`config.mk`:
```
export PLATFORM = sky130hd
export DESIGN_NAME = uart_tx_arbiter
export DESIGN_NICKNAME = d
export VERILOG_FILES = /design/src/rtl/uart_pkg.sv /design/src/rtl/uart_rr_select.sv /design/src/rtl/uart_tx_arbiter.sv
export SDC_FILE = /design/constraint.sdc
export NUM_CORES = 1
export LEC_CHECK = 0
export CORE_UTILIZATION = 49
export CTS_CLUSTER_SIZE = 25
export DETAILED_ROUTE_END_ITERATION = 10
export HOLD_SLACK_MARGIN = 0.15
export PLACE_DENSITY = 0.81
export REMOVE_ABC_BUFFERS = 1
export SYNTH_ARGS = -nofsm -noshare
export SYNTH_HDL_FRONTEND = slang
export SYNTH_SLANG_ARGS = --single-unit
export TNS_END_PERCENT = 30
```
`constraint.sdc`:
```
create_clock -name i_clk_sys -period 4.2 [get_ports i_clk_sys]
set_input_delay 0.42 -clock i_clk_sys [delete_from_list [all_inputs] [get_ports i_clk_sys]]
set_output_delay 0.42 -clock i_clk_sys [all_outputs]
set_load 0.05 [all_outputs]
```
`src/rtl/uart_pkg.sv`:
```
// ---------------------------------------------------------------------------
// uart_pkg
//   Shared constants for the UART transmit-side blocks.
//   - UART_DATA_WIDTH : default byte width, must match the transmitter.
//   - ST_*            : arbiter FSM encodings (3-bit, legacy-compatible).
// ---------------------------------------------------------------------------
package uart_pkg;

  localparam int UART_DATA_WIDTH = 8;

  localparam int ST_W = 3;

  localparam logic [ST_W-1:0] ST_ARB       = 3'd0;
  localparam logic [ST_W-1:0] ST_ISSUE     = 3'd1;
  localparam logic [ST_W-1:0] ST_WAIT_BUSY = 3'd2;
  localparam logic [ST_W-1:0] ST_WAIT_DONE = 3'd3;
  localparam logic [ST_W-1:0] ST_GAP       = 3'd4;

endpackage

```
`src/rtl/uart_rr_select.sv`:
```
// ---------------------------------------------------------------------------
// uart_rr_select
//   Combinational round-robin picker. Searches upward from i_last_grant+1
//   (wrapping modulo NUM_REQ) for the first request that is also enabled in
//   i_mask. The last-granted requester is therefore considered last.
//
//   i_req        : per-requester request
//   i_mask       : per-requester enable (eligibility)
//   i_last_grant : index of the previously granted requester
//   o_grant      : one-hot winner (all zero when nothing eligible)
//   o_idx        : binary index of the winner
//   o_any        : at least one eligible request present
// ---------------------------------------------------------------------------
module uart_rr_select #(
  parameter  int NUM_REQ = 4,
  localparam int IDX_W   = $clog2(NUM_REQ)
) (
  input  logic [NUM_REQ-1:0] i_req,
  input  logic [NUM_REQ-1:0] i_mask,
  input  logic [IDX_W-1:0]   i_last_grant,
  output logic [NUM_REQ-1:0] o_grant,
  output logic [IDX_W-1:0]   o_idx,
  output logic               o_any
);

  // One extra bit so last_grant + NUM_REQ never overflows before the wrap.
  localparam logic [IDX_W:0] NREQ_W = (IDX_W+1)'(NUM_REQ);

  logic [NUM_REQ-1:0] elig;
  logic [IDX_W:0]     pos;

  always_comb begin
    elig    = i_req & i_mask;
    o_grant = '0;
    o_idx   = '0;
    o_any   = 1'b0;
    pos     = '0;
    for (int off = 1; off <= NUM_REQ; off++) begin
      pos = {1'b0, i_last_grant} + (IDX_W+1)'(off);
      if (pos >= NREQ_W) pos = pos - NREQ_W;
      if (!o_any && elig[pos[IDX_W-1:0]]) begin
        o_any                     = 1'b1;
        o_grant[pos[IDX_W-1:0]]   = 1'b1;
        o_idx                     = pos[IDX_W-1:0];
      end
    end
  end

endmodule

```
`src/rtl/uart_tx_arbiter.sv`:
```
// ---------------------------------------------------------------------------
// uart_tx_arbiter
//   Shares one uart_tx between NUM_REQ byte-stream requesters using
//   round-robin arbitration, optional packet locking, an optional inter-frame
//   gap and a lost-handshake timeout.
//
//   i_clk_sys / i_rst_n : clock, async active-low reset
//   i_req_valid/data/last : per-requester byte offer (data packed, lane k at
//                           [k*DATA_WIDTH +: DATA_WIDTH])
//   o_req_ready   : one-hot, one-cycle accept pulse
//   o_tx_data     : byte to transmitter (held until the next grant)
//   o_tx_valid    : one-cycle data-valid to transmitter
//   i_tx_idle     : transmitter idle flag
//   o_grant_id    : current / last granted requester
//   o_busy        : high from grant until the arbiter is back in ARB
//   o_err_timeout : one-cycle pulse when the transmitter never left idle
//
//   Flow: ARB -> ISSUE (1 cycle, valid+ready) -> WAIT_BUSY (idle must fall)
//         -> WAIT_DONE (idle must rise) -> [GAP] -> ARB.
// ---------------------------------------------------------------------------
module uart_tx_arbiter
  import uart_pkg::*;
#(
  parameter  int NUM_REQ     = 4,
  parameter  int DATA_WIDTH  = UART_DATA_WIDTH,
  parameter  int LOCK_PACKET = 1,
  parameter  int GAP_CYCLES  = 0,
  parameter  int ACK_TIMEOUT = 8,
  localparam int IDX_W       = $clog2(NUM_REQ)
) (
  input  logic                          i_clk_sys,
  input  logic                          i_rst_n,
  input  logic [NUM_REQ-1:0]            i_req_valid,
  input  logic [NUM_REQ*DATA_WIDTH-1:0] i_req_data,
  input  logic [NUM_REQ-1:0]            i_req_last,
  output logic [NUM_REQ-1:0]            o_req_ready,
  output logic [DATA_WIDTH-1:0]         o_tx_data,
  output logic                          o_tx_valid,
  input  logic                          i_tx_idle,
  output logic [IDX_W-1:0]              o_grant_id,
  output logic                          o_busy,
  output logic                          o_err_timeout
);

  // Timeout: the ISSUE cycle plus ACK_TIMEOUT-1 WAIT_BUSY cycles make up the
  // ACK_TIMEOUT cycles after o_tx_valid; the pulse lands on the next cycle.
  localparam logic [7:0] ACK_LAST = 8'(ACK_TIMEOUT - 2);
  localparam logic [7:0] GAP_LAST = 8'(GAP_CYCLES - 1);
  localparam logic [IDX_W-1:0] LAST_GRANT_RST = IDX_W'(NUM_REQ - 1);

  logic [NUM_REQ-1:0][DATA_WIDTH-1:0] req_data_a;
  assign req_data_a = i_req_data;

  logic [ST_W-1:0]       state_q, state_d;
  logic [IDX_W-1:0]      last_grant_q, last_grant_d;
  logic [IDX_W-1:0]      grant_id_q, grant_id_d;
  logic [DATA_WIDTH-1:0] tx_data_q, tx_data_d;
  logic                  last_q, last_d;
  logic                  lock_q, lock_d;
  logic                  busy_q, busy_d;
  logic                  tx_valid_q, tx_valid_d;
  logic [NUM_REQ-1:0]    req_ready_q, req_ready_d;
  logic                  err_q, err_d;
  logic [7:0]            cnt_q, cnt_d;

  // While a packet is locked only its owner (the last grant) is eligible.
  logic [NUM_REQ-1:0] mask;
  always_comb begin
    mask = '1;
    if (lock_q) begin
      mask               = '0;
      mask[last_grant_q] = 1'b1;
    end
  end

  logic [NUM_REQ-1:0] sel_onehot;
  logic [IDX_W-1:0]   sel_idx;
  logic               sel_any;

  uart_rr_select #(.NUM_REQ(NUM_REQ)) u_rr_select (
    .i_req        (i_req_valid),
    .i_mask       (mask),
    .i_last_grant (last_grant_q),
    .o_grant      (sel_onehot),
    .o_idx        (sel_idx),
    .o_any        (sel_any)
  );

  always_comb begin
    state_d      = state_q;
    last_grant_d = last_grant_q;
    grant_id_d   = grant_id_q;
    tx_data_d    = tx_data_q;
    last_d       = last_q;
    lock_d       = lock_q;
    busy_d       = busy_q;
    cnt_d        = cnt_q;
    tx_valid_d   = 1'b0;
    req_ready_d  = '0;
    err_d        = 1'b0;

    case (state_q)
      ST_ARB: begin
        if (i_tx_idle && sel_any) begin
          tx_data_d    = req_data_a[sel_idx];
          last_d       = i_req_last[sel_idx];
          grant_id_d   = sel_idx;
          last_grant_d = sel_idx;
          busy_d       = 1'b1;
          // valid/ready are registered so they appear during ISSUE.
          tx_valid_d   = 1'b1;
          req_ready_d  = sel_onehot;
          state_d      = ST_ISSUE;
        end
      end

      ST_ISSUE: begin
        if (LOCK_PACKET != 0) lock_d = ~last_q;
        cnt_d   = '0;
        state_d = ST_WAIT_BUSY;
      end

      ST_WAIT_BUSY: begin
        if (!i_tx_idle) begin
          state_d = ST_WAIT_DONE;
        end else if (cnt_q == ACK_LAST) begin
          // Byte is lost (already acked upstream); drop any lock so the
          // other requesters are not starved by a dead packet.
          err_d   = 1'b1;
          lock_d  = 1'b0;
          busy_d  = 1'b0;
          state_d = ST_ARB;
        end else begin
          cnt_d = cnt_q + 8'd1;
        end
      end

      ST_WAIT_DONE: begin
        if (i_tx_idle) begin
          if (GAP_CYCLES > 0) begin
            cnt_d   = '0;
            state_d = ST_GAP;
          end else begin
            busy_d  = 1'b0;
            state_d = ST_ARB;
          end
        end
      end

      ST_GAP: begin
        if (cnt_q == GAP_LAST) begin
          busy_d  = 1'b0;
          state_d = ST_ARB;
        end else begin
          cnt_d = cnt_q + 8'd1;
        end
      end

      default: begin
        busy_d  = 1'b0;
        state_d = ST_ARB;
      end
    endcase
  end

  always_ff @(posedge i_clk_sys or negedge i_rst_n) begin
    if (!i_rst_n) begin
      state_q      <= ST_ARB;
      last_grant_q <= LAST_GRANT_RST;
      grant_id_q   <= '0;
      tx_data_q    <= '0;
      last_q       <= 1'b0;
      lock_q       <= 1'b0;
      busy_q       <= 1'b0;
      tx_valid_q   <= 1'b0;
      req_ready_q  <= '0;
      err_q        <= 1'b0;
      cnt_q        <= '0;
    end else begin
      state_q      <= state_d;
      last_grant_q <= last_grant_d;
      grant_id_q   <= grant_id_d;
      tx_data_q    <= tx_data_d;
      last_q       <= last_d;
      lock_q       <= lock_d;
      busy_q       <= busy_d;
      tx_valid_q   <= tx_valid_d;
      req_ready_q  <= req_ready_d;
      err_q        <= err_d;
      cnt_q        <= cnt_d;
    end
  end

  assign o_req_ready   = req_ready_q;
  assign o_tx_data     = tx_data_q;
  assign o_tx_valid    = tx_valid_q;
  assign o_grant_id    = grant_id_q;
  assign o_busy        = busy_q;
  assign o_err_timeout = err_q;

endmodule

```
* Word level (Yosys, flattened, before mapping)
Cells that the tools add are included.
** Storage, ports and cells
- Word-level logic and storage cells :: 138
- Bits of input ports :: 43
- Output and inout port bits :: 17
- Register bits after elaboration :: 32
** Cells by class
- Reduce and logical (&&, ||, !) cells :: 20
- Magnitude comparators :: 15
- $add $sub $neg :: 9
- Eq/ne operators :: 14
- Muxes and demuxes :: 63
- Bitwise gates (word level) :: 6
** Operators by type and width (number)
- 8-bit two-way mux :: 4
- 4-bit two-way mux :: 7
- 1-bit two-way mux :: 24
- 8-bit case mux with 3 select lines :: 1
- 2-bit by 3-bit less-than comparator with 1-bit output (second input constant) :: 6
- 8-bit binary-select mux with 2-bit select :: 1
- 2-bit two-way mux :: 8
- 3-bit two-way mux :: 5
- 3-bit case mux with 5 select lines :: 1
- 2-bit inequality test (second input constant) :: 7
- 3-bit >= comparator (second input constant) :: 4
- 4-bit OR :: 3
- 1-bit binary-select mux with 2-bit select :: 5
- 1-bit demux with 2-bit select :: 5
- 2-bit by 1-bit >= comparator with 1-bit output (second input constant) :: 5
- 1-bit logical AND :: 9
- 8-bit by 1-bit adder with 8-bit output (second input constant) :: 1
- 8-bit by 3-bit == test with 1-bit output (second input constant) :: 1
- 8-bit == test (second input constant) :: 1
- 4-bit AND reduction :: 2
- 2-bit by 1-bit subtractor with 2-bit output (second input constant) :: 4
- 2-bit by 2-bit adder with 3-bit output (second input constant) :: 2
- 3-bit by 2-bit == test with 1-bit output (second input constant) :: 2
- 6-bit AND reduction :: 1
- 15 further kinds :: 18

* Longest topological paths before layout
- Depth after elaboration :: 21
- Mapped depth :: 12
- Mapped depth without buffers :: 11

* Cells and area by module
A second synthesis with hierarchy kept.
** Unflattened totals
- Cells, all modules :: 199
- Area, all modules :: 2052.0 um^2
** Modules (own cells, without submodules)
- uart_tx_arbiter :: cells each 143, sequential area each 778.2 um^2, area each 1617.8 um^2, times used 1
- uart_rr_select :: cells each 56, sequential area each 0.0 um^2, area each 434.2 um^2, times used 1

* Least setup slack after synthesis
OpenSTA, ideal clock, no wires.
- Path type :: reg2reg
- Start :: register last_grant_q[0]
- End :: register tx_data_q[1], in the netlist o_tx_data[1]
- Path buffers :: 2
- Stages on the path, launching flop included :: 12
- Setup time :: 0.135 ns
- Period minus slack after synthesis :: 2.945 ns
- Data required time :: 4.065 ns
- Arrival time :: 2.810 ns
- Path slack :: 1.255 ns
- Cell sequence :: dfstp_2 buf_4 inv_1 ha_1 and2b_1 o221ai_2 a211oi_4 nor2_4 buf_6 mux2_4 a2111oi_2 nor4_2
** Between the ends
- Longest elaborated chain between the ends :: 20
- Elaborated cells between the ends (all ways) :: 49
- Those cells by class :: add/sub: 8; order compare: 6; mux: 25; bitwise: 1; reduce/logical: 9
** RTL lines
- start: declaration :: line uart_tx_arbiter.sv:55 : logic [IDX_W-1:0] last_grant_q, last_grant_d;
- start signal: assignment :: line uart_tx_arbiter.sv:181 : last_grant_q <= last_grant_d;
- 2-bit by 3-bit less-than comparator with 1-bit output (not written as such) or 2-bit by 1-bit >= comparator with 1-bit output (tied branches) :: line uart_tx_arbiter.sv:72 : mask[last_grant_q] = 1'b1;
- 1-bit logical AND (not written as such) :: line uart_tx_arbiter.sv:72
- 1-bit two-way mux (not written as such) :: line uart_tx_arbiter.sv:72
- 1-bit demux with 2-bit select :: line uart_tx_arbiter.sv:72
- 4-bit two-way mux :: line uart_tx_arbiter.sv:70 : if (lock_q) begin
- 4-bit AND :: line uart_rr_select.sv:33 : elig = i_req & i_mask;
- 1-bit binary-select mux with 2-bit select :: line uart_rr_select.sv:41 : if (!o_any && elig[pos[IDX_W-1:0]]) begin
- 1-bit two-way mux (not written as such) :: line uart_rr_select.sv:41
- (+4 left out)
- 1-bit logical NOT :: line uart_rr_select.sv:41
- 1-bit logical AND :: line uart_rr_select.sv:41
- 1-bit two-way mux :: line uart_rr_select.sv:41
- 1-bit logical NOT :: line uart_rr_select.sv:41
- 1-bit logical AND :: line uart_rr_select.sv:41
- 2-bit two-way mux or 1-bit two-way mux (tied branches) :: line uart_rr_select.sv:41
- 8-bit binary-select mux with 2-bit select or 1-bit logical AND (tied branches) :: line uart_tx_arbiter.sv:105, uart_tx_arbiter.sv:104
- 8-bit two-way mux (not written as such) or 2-bit AND reduction (tied branches)
- end signal: assignment :: line uart_tx_arbiter.sv:183 : tx_data_q <= tx_data_d;
- end: declaration :: line uart_tx_arbiter.sv:57 : logic [DATA_WIDTH-1:0] tx_data_q, tx_data_d;
Several ways; a longest one is shown, not always the timed one. The select of a mux whose other input is x is not followed.
A chain may end at the register's enable or synchronous reset.

* Worst setup path after layout
- Start :: register last_grant_q[0]
- End :: register tx_data_q[6], in the netlist o_tx_data[6]
The elaborated chain is that of the path after synthesis.

==> summary.md <==
| Metric | Value |
|---|---|
| DRC viols | 0 |
| Post-CTS Setup Inserts | 0 |
| Routed len/inst | approximately 16 um |
| CTS clk-pin slew, worst paths | 70 ps |
| Clk buf depth | 2 |
| Core footprint | 5110 um^2 |
| Post-DP HPWL | between 4 and 5 mm |
| Min-Delay Path Class | flip-flop to flip-flop |
| Layout cell share with drive strength beyond 1 | about 18% |
| Clock skew | 13.0 ps |
| Count leader, synth | dfrtp_1 |
| First-pass DRT Iterations | 4 |
| Final slew viol count | 0 |
| Final setup fails | 0 |
| Final worst path period share | ~87% |
| Actual slew at the worst max-slew pin | 829 ps |
| Status | complete, no violations |
| Post-Syn Area | 2610 um^2 |
| Die ar. | 5620 um^2 |
| Global Route Usage Sum | roughly a quarter |
| Yosys top cell area share | 27.8% |
| Largest net degree at the start of global routing | 26 |
| Grt ovf | 0 |
| MaxCap Viol Count | 0 |
| Final Hold Viols | 0 |
| Predominant post-synthesis flop cell | dfrtp_1 |
| Starting Density | between 50 and 60% |
| First-pass GRT wire length | between 10 and 15 mm |
| RSZ-0062 raised after global routing | no |
| Ranking of synthesized cells by area | dfrtp_1 28%, a211oi_1 5.5%, and2_1 5.0% |
| EDFF count, synth | 0 |
| H-tree levels | 2 |
| Clock Sinks | 31 |
| Critical Path Source Type | flip-flop |
| Hold buffers post-CTS | 0 |
| CP Data Arrival Time | ~3800 ps |
| Flops & latches, synth | 31 |
| Gp weighted congestion | about 0.90 |
| Worst-path fanout max | 25 |
| Seq/Total Area, Yosys | 29.8% |
| CTS tree | yes |
| Initial antenna violation count | 0 |
| Warnings, synthesis | 0 |
| Crit. End Element | flip-flop |
| Hold wc startpoint | last_q$_DFFE_PN0P_ |
| Nets | approximately 380 |
| Root buf cell | clkbuf_8 |
| Total number of vias | 2368 |
| Post-synthesis area per instance | slightly below 10 um^2 |
| Period minus WS final | approximately 3700 ps |
| Fin util | about 65% |
| Number of placed I/O pins | 60 |
| Setup TNS | 0 ps |
| FF-to-FF Start | last_grant_q[0]$_DFFE_PN1P_ |
| PD cells | about 800 nW/um^2 |
| Ant diodes | 0 |
| Syn Inst Count | 267 |
| Post-Route WL | ~6.3 mm |
| Vias in the first global route | roughly 2200 |
| FP Rows | 26 |
| Initial drt markers | 211 |
| Synth unique cells | between 60 and 70 |
| Die W | ~75 um |
| Post-CTS sizing | 0 |
| Fraction of registers with async set/reset | 100% |
| Critical Path Start | last_grant_q[0]$_DFFE_PN1P_ |
| Max VDD drop | around 0.4 mV |
| P_leak | between 1 and 1.5 nW |
| Detail Route Antenna Nets | 0 |
| Worst Path Required | approximately 4400 ps |
| Fmax | 273 MHz |
| Port Buf Inserts | 59 |
| Die Y | 75.0 um |
| Max-slew headroom | 44.7% |
| Later-pin clock latency in the skew report | approximately 290 ps |
| Commonest cells in the netlist | 29 x dfrtp_1, 21 x and2_1, 20 x nor2_1 |
| Area growth syn-to-layout | 28.0% |
| Total CTS buffers | 5 |
| Synth area leader | dfrtp_1 |
| Min Hold Slack | 457 ps |
| Critical path type | flip-flop to flip-flop |
| Vias per inst | ~6 |
-- final cells by class --
class	count	area (um^2)
tap	70	87.6
clock buffer	8	100
sequential	31	778
inverter	7	26.3
fill	431	1770
timing repair buffer	61	606
multi-input combinational	219	1740
-- registers in the layout, indices dropped and copies added, names as in the netlist --
signal,cells
cnt_q,8
state_q,2
o_tx_valid,1
lock_q,1
o_tx_data,8
o_req_ready,4
o_err_timeout,1
last_q,1
o_busy,1
o_grant_id,2
last_grant_q,2
-- worst max-delay path: stages (launching register included) --
cell and delay, ps:
dfstp_2 720, inv_1 190, ha_1 300, nand2b_1 220
a221oi_2 380, a211oi_4 120, nor2_4 550, buf_4 280
mux2_4 310, a2111oi_2 350, nor4_1 100
-- report_power, final --
| part | leakage [nW] | switching, mW | total (mW) | internal [mW] |
|---|---|---|---|---|
| clock | 0.0515 | 0.116 | 0.265 | 0.150 |
| combinational | 0.873 | 1.15 | 1.86 | 0.709 |
| sequential | 0.383 | 0.127 | 0.537 | 0.410 |
-- metrics by stage --
stage / cell area (um^2) / total power, mW / cells / worst slack (ps)
after global placement: 3240 / 2.34 / 388 / 632
final: 3340 / 2.66 / 396 / 537
after floorplan: 2550 / 1.91 / 257 / 925
after global routing: 3340 / 2.84 / 396 / 290
after detailed placement: 3240 / 2.39 / 388 / 555
after CTS: 3340 / 2.66 / 396 / 553
-- cell usage in the layout, fill, tap and decap left out, types with 7 or more instances in the layout --
cell type,count
mux2_4,8
o21ai_0,10
a21oi_1,9
nor4_1,9
a2111oi_2,8
dfrtp_1,29
a211oi_1,19
nand2_1,15
and3_1,10
and2_1,21
clkbuf_8,7
nor3b_2,7
nor2_1,20
clkdlybuf4s50_1,59
ha_1,9
-- routing by layer --
| layer | GRT usage, % | share of wire (%) | vias up |
|---|---|---|---|
| met3 | 4.55 | 6.7 | 4 |
| met2 | 39.9 | 49 | 104 |
| met1 | 32.4 | 44 | 1125 |
| met4 | 7.13 | 0.33 | 0 |
| met5 | 0 | 0 | - |
| li1 | - | - | 1135 |
-- cell families after synthesis --
group / synth area share [%]
compound gates: 25.1
xor+xnor: 2.01
fa+ha+maj: 4.31
buf+inv: 3.40
flops: 29.8
mux: 5.42
simple gates: 29.9
-- path summary, 6_finish.rpt --
check | slack (ps) | depth (start not counted) | to
max | 540 | 10 | o_tx_data[6]$_DFFE_PN0P_
min | 460 | 1 | lock_q$_DFFE_PN0P_
max reg2reg | 540 | 10 | o_tx_data[6]$_DFFE_PN0P_
min reg2reg | 460 | 1 | lock_q$_DFFE_PN0P_
max in group asynchronous | 2970 | 2 | last_grant_q[1]$_DFFE_PN1P_
min in group asynchronous | 510 | 1 | cnt_q[5]$_DFFE_PN0P_
Note: power is estimated with default switching activity, not from simulation.
